==> src/rtl/ntr_host_pkg.sv <==
// ntr_host_pkg: shared constants, FSM states and responder opcodes for the NTR host
package ntr_host_pkg;
  localparam int CMD_BYTES = 8;
  typedef enum logic [2:0] {IDLE, SEL, CMD, GAP, READ, END} state_t;
  localparam logic [7:0] OP_LED    = 8'hFF;
  localparam logic [7:0] OP_SERIAL = 8'h22;
  localparam logic [7:0] OP_CHIPID = 8'h90;
  localparam logic [7:0] OP_DUMMY  = 8'h9F;
endpackage

==> src/rtl/ntr_clk_gen.sv <==
// ntr_clk_gen: half-period divider producing ntr_clk_o plus tick/rise/fall strobes
module ntr_clk_gen #(
  parameter int CLK_DIV = 4
) (
  input  logic clk,
  input  logic reset,
  input  logic en,
  input  logic stall,
  input  logic park,
  output logic tick,
  output logic rise,
  output logic fall,
  output logic ntr_clk_o
);
  localparam int CW = $clog2(CLK_DIV);
  logic [CW-1:0] cnt;
  logic term;
  assign term = cnt == CW'(CLK_DIV - 1);
  assign tick = en && term && !stall;
  // park keeps counting half-periods while the bus clock stays high
  assign rise = tick && !park && !ntr_clk_o;
  assign fall = tick && !park && ntr_clk_o;
  always_ff @(posedge clk) begin
    if (reset || !en) begin
      cnt       <= '0;
      ntr_clk_o <= 1'b1;
    end else begin
      if (!(term && stall)) cnt <= term ? '0 : cnt + 1'b1;
      if (rise || fall) ntr_clk_o <= ~ntr_clk_o;
    end
  end
endmodule

==> src/rtl/ntr_host.sv <==
// ntr_host: NTR bus initiator sending a 64-bit command and streaming back read_len response bytes
module ntr_host
  import ntr_host_pkg::*;
#(
  parameter int CLK_DIV  = 4,
  parameter int GAP_CLKS = 2,
  parameter int LEN_W    = 12
) (
  input  logic             clk,
  input  logic             reset,
  input  logic             start,
  input  logic [63:0]      cmd,
  input  logic [LEN_W-1:0] read_len,
  output logic             busy,
  output logic             done,
  output logic [7:0]       rd_data,
  output logic             rd_valid,
  input  logic             rd_ready,
  output logic             ntr_clk_o,
  output logic             ntr_cs1_o,
  output logic             ntr_data_oe,
  output logic [7:0]       ntr_data_o,
  input  logic [7:0]       ntr_data_i
);
  state_t st;
  logic [63:0] cmd_q;
  logic [LEN_W-1:0] rcnt;
  logic [2:0] bcnt;
  logic [7:0] gcnt;
  logic hp, tick, rise, fall, stall;
  // an unaccepted byte freezes the bus clock high before it can fall
  assign stall = st == READ && rd_valid && !rd_ready && ntr_clk_o;
  ntr_clk_gen #(.CLK_DIV(CLK_DIV)) u_clk (
    .clk(clk), .reset(reset), .en(st != IDLE), .stall(stall), .park(st == END),
    .tick(tick), .rise(rise), .fall(fall), .ntr_clk_o(ntr_clk_o)
  );
  always_ff @(posedge clk) begin
    if (reset) begin
      st          <= IDLE;
      busy        <= 1'b0;
      done        <= 1'b0;
      rd_valid    <= 1'b0;
      rd_data     <= '0;
      ntr_cs1_o   <= 1'b1;
      ntr_data_oe <= 1'b0;
      ntr_data_o  <= '0;
      cmd_q       <= '0;
      rcnt        <= '0;
      bcnt        <= '0;
      gcnt        <= '0;
      hp          <= 1'b0;
    end else begin
      done <= 1'b0;
      if (rd_ready) rd_valid <= 1'b0;
      case (st)
        IDLE: if (start) begin
          cmd_q       <= cmd;
          rcnt        <= read_len;
          busy        <= 1'b1;
          ntr_cs1_o   <= 1'b0;
          ntr_data_oe <= 1'b1;
          ntr_data_o  <= cmd[7:0];
          bcnt        <= '0;
          hp          <= 1'b0;
          st          <= SEL;
        end
        SEL: if (fall) st <= CMD;
        CMD: begin
          if (fall) ntr_data_o <= cmd_q[{bcnt, 3'b000} +: 8];
          if (rise) begin
            bcnt <= bcnt + 1'b1;
            if (bcnt == 3'(CMD_BYTES - 1)) begin
              ntr_data_oe <= 1'b0;
              gcnt        <= '0;
              ntr_cs1_o   <= rcnt == '0;
              st          <= rcnt == '0 ? END : GAP;
            end
          end
        end
        GAP: if (rise) begin
          gcnt <= gcnt + 1'b1;
          if (gcnt == 8'(GAP_CLKS - 1)) st <= READ;
        end
        READ: if (rise) begin
          rd_data  <= ntr_data_i;
          rd_valid <= 1'b1;
          rcnt     <= rcnt - 1'b1;
          if (rcnt == LEN_W'(1)) begin
            ntr_cs1_o <= 1'b1;
            st        <= END;
          end
        end
        END: begin
          if (tick) hp <= 1'b1;
          if ((hp || tick) && (!rd_valid || rd_ready)) begin
            busy <= 1'b0;
            done <= 1'b1;
            st   <= IDLE;
          end
        end
        default: st <= IDLE;
      endcase
    end
  end
endmodule

==> config.mk <==
export PLATFORM = sky130hd
export DESIGN_NAME = ntr_host
export DESIGN_NICKNAME = d
export VERILOG_FILES = /design/src/rtl/ntr_host_pkg.sv /design/src/rtl/ntr_clk_gen.sv /design/src/rtl/ntr_host.sv
export SDC_FILE = /design/constraint.sdc
export NUM_CORES = 1
export LEC_CHECK = 0
export ABC_CLOCK_PERIOD_IN_PS = 2500
export BUFFER_PORTS_ARGS = -buffer_cell sky130_fd_sc_hd__buf_4
export CORE_MARGIN = 1
export CORE_UTILIZATION = 51
export CTS_BUF_LIST = sky130_fd_sc_hd__clkbuf_8
export CTS_CLUSTER_SIZE = 40
export DETAILED_ROUTE_END_ITERATION = 16
export GPL_TIMING_DRIVEN = 0
export MAX_ROUTING_LAYER = met4
export PLACE_DENSITY = 0.84
export SYNTH_ARGS = -nofsm -noshare
export SYNTH_HDL_FRONTEND = slang
export SYNTH_HIERARCHICAL = 1
export SYNTH_SLANG_ARGS = --single-unit
==> constraint.sdc <==
create_clock -name clk -period 2.5 [get_ports clk]
set_input_delay 0.5 -clock clk [delete_from_list [all_inputs] [get_ports clk]]
set_output_delay 0.5 -clock clk [all_outputs]
set_load 0.005 [all_outputs]
==> results by stage, run 1 <==
Outcome:
- The flow ran to the end, and the final reports show no timing, DRC or antenna violations.

Synth:
- The count of distinct cell types in the synthesized netlist is 59.
- The fraction of registers with async set/reset is 0%.
- Yosys attributes the largest share of cell area to dfxtp_1 (43%), nand2_1 (13%), a21oi_1 (9.2%), mux4_2 (6.8%), nor2_1 (2.5%).
- The number of standard cells after synthesis is 642.
- The predominant post-synthesis flop cell is dfxtp_1.
- After synthesis, the largest area contributor takes up 43.23% of total cell area.
- The mean instance size in the synthesized netlist is 8.295 um2.
- The post-synthesis cell type with the largest combined area is dfxtp_1.
- When the netlist entered floorplanning its net count stood at 737.
- The sequential area share after synthesis is 43.23%.
- Yosys printed 6 warnings.
- In this run, synthesis produced a sequential element count of 115.
- The post-synthesis cell area is between 0.005 and 0.006 mm2.
- In this run, synthesis inferred 0 flip-flops with an integrated enable.

GRT:
- The number of global-route vias before repair is 5061.
- The largest net degree at the start of global routing is 17.
- The global-route wire length before repair is 23.98 mm.
- The initial antenna violation count is 0.
- The global-route usage over all layers is 28.43%.
- Summed over all layers, the global routing overflow is 0.

Floorplan:
- The total number of placement rows is 36.
- The initial utilization of the core area, before any placement, comes to 53.49%.
- 110 I/O pins were placed.
- The die is 104.2 um tall.
- The floorplan step defined a die boundary enclosing 0.01085 mm2.
- The placeable core area is 0.009955 mm2.
- The die outline width is 104.2 um.

Critical path:
- The signal on the critical path passes through nor3b_4 -> buf_8 -> and3_4 -> nor3b_4 -> and3b_2 -> buf_6 -> nand3b_1 -> buf_4 -> nor4b_4 -> nand3_1 -> xor2_1 -> nor2_1.
- The startpoint class of the critical path is a flip-flop.
- In this run the worst path has a maximum fanout of 7.
- The critical path's slowest cell is dfxtp_4.
- The critical path is of the flip-flop to flip-flop type.
- The worst register-to-register path begins at st[2].
- For this run, the slowest stage of the critical path takes 0.37 ns.
- STA classifies the critical path endpoint as a flip-flop.
- The endpoint of the most critical register-to-register path is gcnt[6].
- The critical path buffer and inverter count is 3.
- The arrival time of the worst setup path is approximately 2.7 ns.
- Across all register-to-register paths, the minimum setup slack is 0.10 ns.
- The data required time of the worst path is 2.82 ns.
- The most numerous cell type found on the critical path is nor3b_4.
- The cell count of the worst reg-to-reg path is 12.
- Grouping stages by cell kind, the critical path spends the most delay in simple AND/OR/NAND/NOR gates.

Detailed routing:
- The count of nets left with antenna violations after detail routing is 0.
- The via count is 5174.
- The remaining routing DRC violations is 0.
- Dividing the detail-routed wire length by the instance count gives 16.02 um.
- For this block, the routed nets add up to 14.85 mm of wire.
- The ratio of routed vias to standard cells is between 5 and 6.
- The detailed-routing iteration count for the pre-antenna-repair pass is 5.
- The starting DRC count in detailed routing is 340.

Cells and area:
- 0 antenna diodes ended up in the layout.
- In the layout the commonest cells are nand2_1 (177), buf_4 (124), dfxtp_1 (112).
- The share of final-layout standard cells stronger than drive strength 1 is 28.46%.
- Once layout is complete, the utilization of the core stands at between 60 and 70%.
- After filler insertion, the fill cell instance count of the layout stands at 757.
- The net count of the finished layout is 876.
- Relative to the synthesized area, the layout overhead comes to 29.32%.
- The most common cell after layout, fill and taps aside is nand2_1.

Timing:
- The relative max-transition margin is ~54%.
- The final worst-path cycle share is 95.85%.
- The number of hold-slack violations in the final timing report came to 0.
- The total count of max-transition violations in the final report is 0.
- The clock arrives with around 0.014 ns of skew.
- For the pin with the worst max-slew slack, the measured transition is a little under 0.7 ns.
- Setup violations remaining at the end of the flow were counted as 0.
- The maximum achievable frequency is 417.3 MHz.
- In the final timing run, aggregate negative setup slack is 0 ns.
- The clock period minus worst slack is 2.396 ns.

CTS:
- The TritonCTS clock tree is yes.
- The insertion delay of the later-clocked pin in the worst-skew pair is 0.43 ns.
- The maximum clock insertion buffer count is 2.
- The root buffer cell chosen for the clock tree is clkbuf_8.
- The clock drives about 120 sinks.
- The number of levels in the clock H-tree is 4.
- The number of buffers created by CTS is 17.
- The clock input transition at the sequential cells of the worst setup and hold paths is approximately 0.080 ns.

Placed design:
- Routability-driven placement finished with a final weighted congestion of between 0.9 and 1.
- The final HPWL from detailed placement is around 10 mm.
- During placement, the flow inserted port buffers numbering approximately 110.

Hold path:
- In this run the most critical hold path is launched from cmd[52].
- The worst hold path was traced through 3 stages.
- The tightest min-delay check is of the input port to flip-flop type.
- The destination of the worst hold path is cmd_q[52].

Flow run:
- The number of max-cap violations is 0.

Power and ir drop:
- For this design the static power due to leakage is 2.710 nW.
- Dividing total power by cell area gives a power density of 926.1 mW/mm2.
- The peak ir drop on the vdd network is 0.5051 mV.
## per-layer routing
metal,up-vias,share of wire [%],track usage [%]
met5,-,0,-
met4,0,2.6,10.61
met3,37,6.6,5.952
met2,242,51,48.48
met1,2390,40,32.92
li1,2505,-,-
## worst max-delay path by stage
stage / from / to / slack (ns) / cells after the start
finish: st[2] / gcnt[6] / 0.10 / 12
global route: st[1] / gcnt[6] / -0.02 / 12
CTS: st[2] / rcnt[5] / 0.01 / 12
detailed placement: st[2] / rcnt[5] / -0.51 / 13
global placement: st[2] / rcnt[5] / -0.41 / 13
floorplan: st[2] / rcnt[10] / 0.004 / 13
## power breakdown
part / total [mW] / switching (mW) / leakage (nW) / internal [mW]
Sequential: 2.46 / 0.260 / 0.942 / 2.20
Combinational: 2.31 / 1.31 / 1.59 / 1.00
Clock: 1.60 / 0.862 / 0.180 / 0.740
Total: 6.38 / 2.43 / 2.71 / 3.95
## synthesized netlist by cell type, types with 2 or more instances
| library cell | n |
|---|---|
| a211o_1 | 2 |
| a211oi_1 | 6 |
| a21oi_1 | 98 |
| a22oi_1 | 2 |
| a31oi_1 | 3 |
| and2_1 | 2 |
| and3b_2 | 2 |
| buf_2 | 13 |
| buf_4 | 3 |
| clkbuf_1 | 23 |
| clkbuf_8 | 5 |
| dfxtp_1 | 115 |
| ha_1 | 7 |
| inv_1 | 7 |
| mux2_2 | 3 |
| mux2i_1 | 7 |
| mux4_2 | 16 |
| nand2_1 | 178 |
| nand2b_1 | 3 |
| nand3_1 | 18 |
| nand4_1 | 3 |
| nor2_1 | 36 |
| nor2b_1 | 5 |
| nor3_1 | 8 |
| nor3b_1 | 3 |
| nor3b_2 | 2 |
| nor4_1 | 7 |
| o211ai_1 | 6 |
| o21ai_0 | 18 |
| o221a_2 | 2 |
| o22ai_1 | 3 |
| or3_1 | 2 |
| or3b_2 | 2 |
| or4_4 | 2 |
| xnor2_1 | 3 |
| xor2_1 | 4 |
## sequential cells by signal, summed over array words and instances (netlist names), 2 cells and up
register / cells
cmd_q: 64
rcnt: 12
gcnt: 8
ntr_data_o: 8
rd_data: 8
bcnt: 3
st: 3
u_clk/cnt: 2
## worst register-to-register path: stages, from the launching register on
cell	delay, ns
dfxtp_4	0.37
nor3b_4	0.16
buf_8	0.12
and3_4	0.19
nor3b_4	0.18
and3b_2	0.21
buf_6	0.12
nand3b_1	0.09
buf_4	0.17
nor4b_4	0.32
nand3_1	0.14
xor2_1	0.16
nor2_1	0.05
## stage by stage
| stage | hold slack, ns | total power, mW | cell area, um2 | setup WS [ns] | cells |
|---|---|---|---|---|---|
| floorplan | 0.4331 | 3.895 | 5338 | 0.004291 | 642 |
| global placement | 0.4386 | 4.484 | 6322 | -0.4062 | 884 |
| detailed placement | 0.4467 | 4.568 | 6322 | -0.5073 | 884 |
| CTS | 0.2936 | 6.264 | 6789 | 0.01253 | 924 |
| global route | 0.2973 | 6.738 | 6887 | -0.01929 | 927 |
| finish | 0.3042 | 6.378 | 6887 | 0.1037 | 927 |
## logic make-up after synthesis
logic type / share of synthesized area (%)
AO/OA/AOI/OAI: 16.59
XOR/XNOR: 1.151
adder cells (fa/ha/maj): 1.645
buffers and inverters: 5.122
flip-flops: 43.23
multiplexers: 8.717
AND/OR/NAND/NOR: 23.54
## final cells by class
class                      instances  area [um2]  area share, %
sequential                       115        2308          33.52
buffer                            44       260.3          3.779
clock inverter                    14       117.6          1.708
tap                              133       166.4          2.416
inverter                           7       26.28         0.3815
timing repair buffer             121       912.1          13.24
multi-input combinational        475        2848          41.35
clock buffer                      18       247.7          3.597
## repair_timing
item,in CTS,in global routing
hold buffers,0,0
resized for setup,12,18
pin swaps,2,4
buffers inserted,8,3
gates cloned,1,0
setup endpoints to repair,35,23
Note: power is estimated with default switching activity, not from simulation.
==> run 2, diff against run 1 <==
--- a/config.mk
+++ b/config.mk
@@ -5,6 +5,7 @@
 export SDC_FILE = /design/constraint.sdc
 export NUM_CORES = 1
 export LEC_CHECK = 0
+export ABC_AREA = 1
 export ABC_CLOCK_PERIOD_IN_PS = 2500
 export BUFFER_PORTS_ARGS = -buffer_cell sky130_fd_sc_hd__buf_4
 export CORE_MARGIN = 1
==> run 2 against run 1 <==
  * Synthesized area grew 1.7%
  * Count of clock-buffer cells in the layout is the same
  * Global-route usage shrank 0.14 points
  * Critical path depth grew 1
  * Via count grew 10%
  * Final area shrank 1.1%
  * Sequential cell count is the same
  * Cell count grew 13%
  * Core utilization shrank 3.2 points
  * Combinational power shrank 10%
  * First-iteration DRC count grew 23%
  * Clock skew shrank 0.0014 ns
==> results by stage, run 2 <==
Detailed routing:
- Dividing the detail-routed wire length by the instance count gives ~14 um.
- The total wirelength of the detailed-routed design is 15.03 mm.
- For this run, design rule violations remaining after detail routing come to 0.
- For this block, the via count after detailed routing is 5711.
- The pre-antenna-repair detailed-routing pass consisted of 5 iterations.
- For this block, the initial DRC count from the detailed router was 419.
- The ratio of routed vias to standard cells is 5.465.
- The count of nets left with antenna violations once routing finished came out at 0.

GRT:
- Global routing finished with a remaining overflow of 0.
- The number of global-route vias before repair was 5096.
- The global-route usage over all layers is approximately 28%.
- The global-route wire length before repair is approximately 24 mm.
- The initial antenna violation count is 0.
- The largest net degree at the start of global routing is 17.

Cells and area:
- The most common cell after layout, fill and taps aside is nand2_1.
- The filler cells instantiated in the layout total 902.
- cmd_q holds more flip-flops than any other register.
- The register with the most flip-flops in the layout has 64 of them.
- The final design utilization is 66.00%.
- In the final layout, the registers with the most flip-flops are cmd_q x64, rcnt x12.
- The number of antenna diodes in the final layout is 0.
- In the final design database the tool counted 992 nets.
- Summing all non-filler instances in the final layout gives an area of between 0.006 and 0.007 mm2.
- In the layout the commonest cells are nand2_1 (160), a21oi_1 (131), dfxtp_1 (114).
- Relative to the synthesized area, the layout overhead comes to 25.83%.
- The share of final-layout standard cells stronger than drive strength 1 is 21.67%.
- Leaving out filler cells and counting taps, the final layout contains 1045.

Floorplan:
- The die covers about 0.011 mm2.
- In this run the count of I/O pins placed on the die edge is 110.
- The total number of placement rows is 37.
- The core region is ~0.010 mm2.
- In this run the vertical extent of the chip is 105.0 um.
- The initial utilization of the core area, before any placement, comes to 52.45%.
- From left edge to right edge, the die measures 105.0 um.

CTS:
- In this run the deepest clock path goes through 2 buffers.
- The number of levels in the clock H-tree is 4.
- The buffer type at the clock tree root is clkbuf_8.
- The insertion delay of the later-clocked pin in the worst-skew pair is 0.44 ns.
- The number of clock sinks seen by CTS is 115.
- Clock-pin slew was measured on the worst setup and hold paths at 0.08 ns.
- TritonCTS created 17 clock buffers.
- The TritonCTS clock tree is yes.

Critical path:
- For the worst setup path, the data required time is 2.82 ns.
- The category of the worst setup path capture point is a flip-flop.
- The capture point of the worst path is ntr_data_o[7].
- For flop-to-flop paths, the worst setup slack is around 0.19 ns.
- The cell count of the worst reg-to-reg path is 13.
- The startpoint class of the critical path is a flip-flop.
- The startpoint identified for the worst register-to-register timing path is st[2].
- The start point of the critical path is st[2].
- The worst-path maximum fanout is 10.
- The critical path in this run is classified as flip-flop to flip-flop.
- The endpoint of the most critical register-to-register path is ntr_data_o[7].
- Data arrives at the worst endpoint at 2.63 ns.

Timing:
- The final worst-path cycle share is 92.38%.
- Timing would allow up to 433.0 MHz.
- Across all hold checks on the routed design, the worst slack comes to ~0.29 ns.
- In this run the tightest slew margin relative to its limit is approximately 60%.
- In the post-route analysis, the smallest setup slack over all paths is 0.1906 ns.
- The transition time at the pin with the least slew margin is slightly below 0.6 ns.
- Setup violations remaining at the end of the flow were counted as 0.
- The clock period minus worst slack is about 2.3 ns.
- Setup total negative slack on the finished layout was measured at 0 ns.
- Setup repair after global routing left no endpoint under its margin.
- Across the routed clock network, the largest skew measured is 0.01213 ns.
- The number of hold-slack violations in the final timing report was 0.
- The total count of max-transition violations in the final report is 0.

Synth:
- The share of the synthesized area in the top cell type is a little over two fifths.
- The synthesis-stage register bit count is 115.
- The number of nets in the synthesized netlist is 862.
- The predominant post-synthesis flop cell is dfxtp_1.
- The largest total area in the synthesized netlist belongs to dfxtp_1.
- The sequential area share after synthesis is between 40% and 50%.
- In this run the mean area of a mapped cell was 7.060 um2.
- During synthesis, Yosys emitted a total of 6 warnings.
- The count of distinct cell types in the synthesized netlist is 35.
- Yosys instantiated no cell more often than nand2_1.
- The fraction of registers with async set/reset is 0%.
- Counting flops with a built-in enable in the synthesized netlist gives 0.
- Ranked by instance count, the synthesized netlist is headed by nand2_1 (160), a21oi_1 (131), dfxtp_1 (115), o21ai_0 (75), inv_1 (72).
- Summing every instance area after synthesis gives 0.005415 mm2.
- The number of standard cells after synthesis is 767.
- Sorting the synthesized cells by area gives the leading types as dfxtp_1 (43%), a21oi_1 (12%), nand2_1 (11%), o21ai_0 (6.9%), inv_1 (5.0%).

Power and ir drop:
- The power after layout is around 6.1 mW.
- VDD sags by at most 0.4068 mV.
- The reported leakage power is 2.801 nW.
- Dividing total power by cell area gives a power density of 896.8 mW/mm2.

Hold path:
- Along the worst hold path, the cell count comes to 3.
- The path category of the worst min-delay check is input port to flip-flop.

Placed design:
- Once placement completed, the tool counted placed cells totaling 1012.
- The final HPWL from detailed placement is 10.76 mm.
- The congestion estimate from routability-driven global placement came to 0.9107.
- Summing all placed instances gives a cell area of 0.006404 mm2.
- Prior to clock tree synthesis, the placed netlist has a worst setup slack of ~0.016 ns.
- Input and output buffers added on the ports amount to 109.

Outcome:
- The flow ran to the end, and the final reports show no timing, DRC or antenna violations.

Flow run:
- Max-cap violations in this run came to 0.
==> run 2: cell types whose count changed in the layout (fill, tap and decap cells not counted), sizes merged, moves of 16 or more <==
cell	change
o21ai	+64
a21oi	+32
mux4	-16
inv	+66
nand3	+31
==> run 2: final cells by class <==
cell class / instances / area [um2] / share of cell area [%]
clock buffer: 18 / 247.7 / 3.636
clock inverter: 13 / 111.4 / 1.634
multi-input combinational: 526 / 2628 / 38.56
sequential: 115 / 2303 / 33.80
timing repair buffer: 111 / 833.3 / 12.23
tap: 136 / 170.2 / 2.497
buffer: 45 / 212.7 / 3.122
inverter: 81 / 307.8 / 4.517
==> run 2: worst min path at each step <==
stage / start / slack (ns) / to
floorplan: u_clk/cnt[0] / 0.43 / u_clk/cnt[0]
global placement: cmd_q[47] / 0.44 / cmd_q[47]
detailed placement: cmd_q[59] / 0.45 / cmd_q[59]
CTS: read_len[1] / 0.29 / rcnt[1]
global route: ntr_data_i[3] / 0.31 / rd_data[3]
finish: read_len[1] / 0.29 / rcnt[1]
==> run 2: worst max-delay path, stage by stage, from the launching register on <==
cell	delay [ns]
dfxtp_1	0.32
buf_4	0.18
inv_2	0.10
nor2_8	0.20
buf_6	0.17
nand2_1	0.09
nor2_4	0.14
nor2_4	0.07
nand2_2	0.08
nor2_2	0.06
o21ai_4	0.32
inv_2	0.15
o21ai_0	0.24
a21oi_1	0.07
==> run 2: kinds of logic after synthesis <==
family                   count (synthesis)  share of synthesized area (%)
AO/OA/AOI/OAI                          241                          23.66
XOR/XNOR                                 2                         0.3235
adder cells (fa/ha/maj)                  7                          1.617
buffers and inverters                  126                          9.427
flip-flops                             115                          42.51
AND/OR/NAND/NOR                        276                          22.46
==> run 2: where the power goes <==
group / switching (mW) / internal, mW
registers: 0.208 / 2.23
logic: 1.33 / 0.751
clock network: 0.793 / 0.799
==> run 2: layer usage <==
| metal | global-route usage [%] | part of all wire, % | vias to the layer above |
|---|---|---|---|
| met5 | - | 0 | - |
| met4 | 12.07 | 2.2 | 0 |
| met3 | 5.552 | 8.5 | 33 |
| met2 | 42.15 | 45 | 275 |
| met1 | 37.37 | 44 | 2594 |
| li1 | - | - | 2809 |
==> run 2: timing repair <==
action,CTS,global route
setup buffers,0,2
hold buffers,0,0
resized for setup,1,12
endpoints found under the setup margin,2,38
==> run 3, diff against run 2 <==
--- a/config.mk
+++ b/config.mk
@@ -8,14 +8,16 @@
 export ABC_AREA = 1
 export ABC_CLOCK_PERIOD_IN_PS = 2500
 export BUFFER_PORTS_ARGS = -buffer_cell sky130_fd_sc_hd__buf_4
+export CELL_PAD_IN_SITES_DETAIL_PLACEMENT = 1
+export CELL_PAD_IN_SITES_GLOBAL_PLACEMENT = 1
 export CORE_MARGIN = 1
-export CORE_UTILIZATION = 51
+export CORE_UTILIZATION = 36
 export CTS_BUF_LIST = sky130_fd_sc_hd__clkbuf_8
 export CTS_CLUSTER_SIZE = 40
 export DETAILED_ROUTE_END_ITERATION = 16
 export GPL_TIMING_DRIVEN = 0
 export MAX_ROUTING_LAYER = met4
-export PLACE_DENSITY = 0.84
+export PLACE_DENSITY = 0.83
 export SYNTH_ARGS = -nofsm -noshare
 export SYNTH_HDL_FRONTEND = slang
 export SYNTH_HIERARCHICAL = 1
==> run 3 against run 2 <==
  * Cell count grew 4.7%
  * Die area grew 41%
  * Largest cell class unchanged
  * Register-to-register slack gained 0.05 ns
  * Final area grew 1.4%
  * Critical path depth grew 1
  * Clock power grew 11%
  * Global-route usage shrank 4.2 points
  * Via count shrank 1.8%
  * Worst setup slack gained 0.050 ns
  * Clock skew is essentially flat
  * Non-clock buffer count is the same
  * Core utilization shrank 19 points
==> results by stage, run 3 (synthesis results as in run 2) <==
GRT:
- Global routing finished with a remaining overflow of 0.
- The global-route wire length before repair is 28.70 mm.
- The global-route usage over all layers is 24.06%.
- The number of global-route vias before repair is between 5k and 6k.
- Entering global routing, the biggest net connects 17 pins.
- The initial antenna violation count is 0.

Power and ir drop:
- The total power divided by cell area is 918.4 mW/mm2.
- Across the VDD grid, the largest voltage drop is roughly 0.53 mV.
- In this run, the combinational gates consume 33.4% of the power.
- The clock network fraction of design power is 27.9%.
- The sequential power share is ~39%.
- For this design the total switching power over the nets is 2.370 mW.
- The reported leakage power is 2.841 nW.
- The internal power of the cells totals around 4.0 mW.
- The switching fraction of total power is 37.35%.

Detailed routing:
- The final route contains 5611 vias.
- The routed wirelength normalized by instance count is 15.98 um.
- The first detailed-routing pass took 4 iterations.
- The count of nets left with antenna violations after detail routing is 0.
- After detailed routing, the number of vias per cell comes to 5.129.
- For this run, design rule violations remaining after detail routing come to 0.
- After the first detailed-routing iteration, the DRC count stood at 372.
- The total wirelength of the detailed-routed design is roughly 17 mm.

Cells and area:
- Once layout is done, the placed cells without fillers occupy 0.006910 mm2.
- The net count of the finished layout is 992.
- In the final layout, the registers with the most flip-flops are cmd_q x64, rcnt x12.
- The share of final-layout standard cells stronger than drive strength 1 is 21.65%.
- The number of antenna diodes is 0.
- The most common cell after layout, fill and taps aside is nand2_1.
- The register with the most flip-flops in the layout has 64 of them.
- The register ranked first by flip-flop count is cmd_q.
- The flip-flop and latch area is approximately 0.0023 mm2.
- The count of filler cells inserted in the layout is about 1.9k.
- The multi-input combinational cells in the finished layout cover a total of between 0.002 and 0.003 mm2.
- Compared with the post-synthesis result, the final layout area differs by 27.61%.
- In the layout the commonest cells are nand2_1 (160), a21oi_1 (131), buf_4 (113), dfxtp_1 (113), o21ai_0 (74).

Critical path:
- The worst register-to-register path has a depth of 14.
- The startpoint class of the critical path is a flip-flop.
- The arrival time of the worst setup path is 2.63 ns.
- The worst register-to-register path ends at rcnt[11].
- STA classifies the critical path endpoint as a flip-flop.
- The setup path with the least slack is of type flip-flop to flip-flop.
- The worst register-to-register path begins at st[2].
- The setup slack of the worst register-to-register path is 0.24 ns.
- The worst-path maximum fanout is 10.
- STA puts the critical path data required time at 2.87 ns.

Placed design:
- Summing all placed instances gives a cell area of between 0.006 and 0.007 mm2.
- The number of I/O port buffers is ~110.
- Routability-driven placement finished with a final weighted congestion of 0.8519.
- The HPWL after detailed placement is between 10 and 15 mm.

CTS:
- The TritonCTS clock tree is yes.
- The maximum clock insertion buffer count is 2.
- The number of buffers created by CTS is 17.
- Clock-pin slew was measured on the worst setup and hold paths at around 0.08 ns.
- The tree built by TritonCTS fans out to 115 sinks.
- The number of levels in the clock H-tree is 4.
- The buffer type at the clock tree root is clkbuf_8.
- The insertion delay of the later-clocked pin in the worst-skew pair is 0.46 ns.

Floorplan:
- The die outline width is 124.6 um.
- The number of primary I/O pins is between 100 and 150.
- The floorplan die area is 0.01554 mm2.
- The floorplan step set the die height to ~120 um.
- The total number of placement rows is 44.
- The initial core utilization is 37.12%.
- The placeable core area is between 0.01 and 0.015 mm2.

Timing:
- The number of endpoints failing setup at the final stage is 0.
- Of the available clock period, the critical path in the final layout requires between 90% and 100%.
- Headroom to the max-slew limit came out at about three fifths.
- The smallest clock period supported by the final layout is computed as between 2 and 2.5 ns.
- The final hold slack is 0.2716 ns.
- The number of hold-slack violations in the final timing report was 0.
- The transition time at the pin with the least slew margin is 0.6249 ns.
- The post-route clock skew is between 0.01 and 0.015 ns.
- Setup repair after global routing left no endpoint under its margin.
- Based on the critical path, the design can be clocked at up to between 400 and 500 MHz.
- The total count of max-transition violations in the final report is 0.

Flow run:
- The number of max-cap violations is 0.

Hold path:
- The worst hold path begins at read_len[1].
- The path category of the worst min-delay check is input port to flip-flop.
- The number of instances on the worst hold path is 3.
- The worst hold path terminates at rcnt[1].

Outcome:
- The flow ran to the end, and the final reports show no timing, DRC or antenna violations.
[run 3: cell type report]
type | instances | area share (%)
plain buffers | 45 | 3.114
clock buffers | 18 | 3.585
repair buffers | 111 | 12.06
well taps | 184 | 3.332
multi-input cells | 526 | 37.99
inverters | 81 | 4.454
clock inverters | 14 | 2.118
flip-flops and latches | 115 | 33.35
[run 3: worst max path at each step]
stage | start | to | slack (ns) | depth (start not counted)
after CTS | st[0] | gcnt[5] | -0.0009 | 14
after global routing | st[0] | gcnt[5] | 0.02 | 15
final | st[2] | rcnt[11] | 0.24 | 14
after global placement | st[0] | st[2] | -0.02 | 14
after floorplan | st[0] | st[1] | 0.47 | 14
after detailed placement | st[0] | st[2] | -0.03 | 14
[run 3: per-layer routing]
metal  global-route usage (%)  vias to the layer above  part of all wire, %
li1                         -                     2803                    -
met1                    31.22                     2643                   47
met2                    36.89                      139                   46
met3                    5.155                       26                  5.6
met4                    8.363                        0                  1.9
met5                        -                        -                    0
[run 3: timing repair]
action                                  CTS  global route
buffers inserted                          0             2
endpoints found under the hold margin     0             0
endpoints found under the setup margin   23            42
pin swaps                                 0             1
resized for setup                         3            12
hold buffers                              0             0
[run 3: power by group through the flow]
stage	Combinational (mW)	Sequential (mW)	Clock, mW
2_1_floorplan	1.38	2.42	0
3_3_place_gp	2.04	2.47	0
3_5_place_dp	2.10	2.48	0
4_1_cts	2.12	2.45	1.80
5_1_grt	2.40	2.49	1.89
6_report	2.12	2.45	1.77
[run 3: stage by stage]
stage | TNS (ns) | std cells | setup slack (ns) | utilization, % | total power, mW
finish | 0 | 1094 | 0.2406 | 47.37 | 6.346
global route | 0 | 1094 | 0.01843 | 47.37 | 6.780
CTS | -0.0008509 | 1092 | -0.0008509 | 47.05 | 6.363
detailed placement | -0.08504 | 1060 | -0.02698 | 44.31 | 4.580
global placement | -0.05084 | 1060 | -0.02076 | 44.31 | 4.507
floorplan | 0 | 767 | 0.4677 | - | 3.807
[run 3: critical path: stages (launching register included)]
cell and delay [ns]:
dfxtp_1 0.30, buf_4 0.17, inv_2 0.13, nor2_8 0.04, buf_6 0.14, nand2_1 0.11, nor2_4 0.06, nor2_4 0.16
nand3_2 0.13, clkinvlp_4 0.18, nand2_2 0.10, nand2_2 0.10, buf_2 0.25, nand3_1 0.12, a21oi_1 0.17
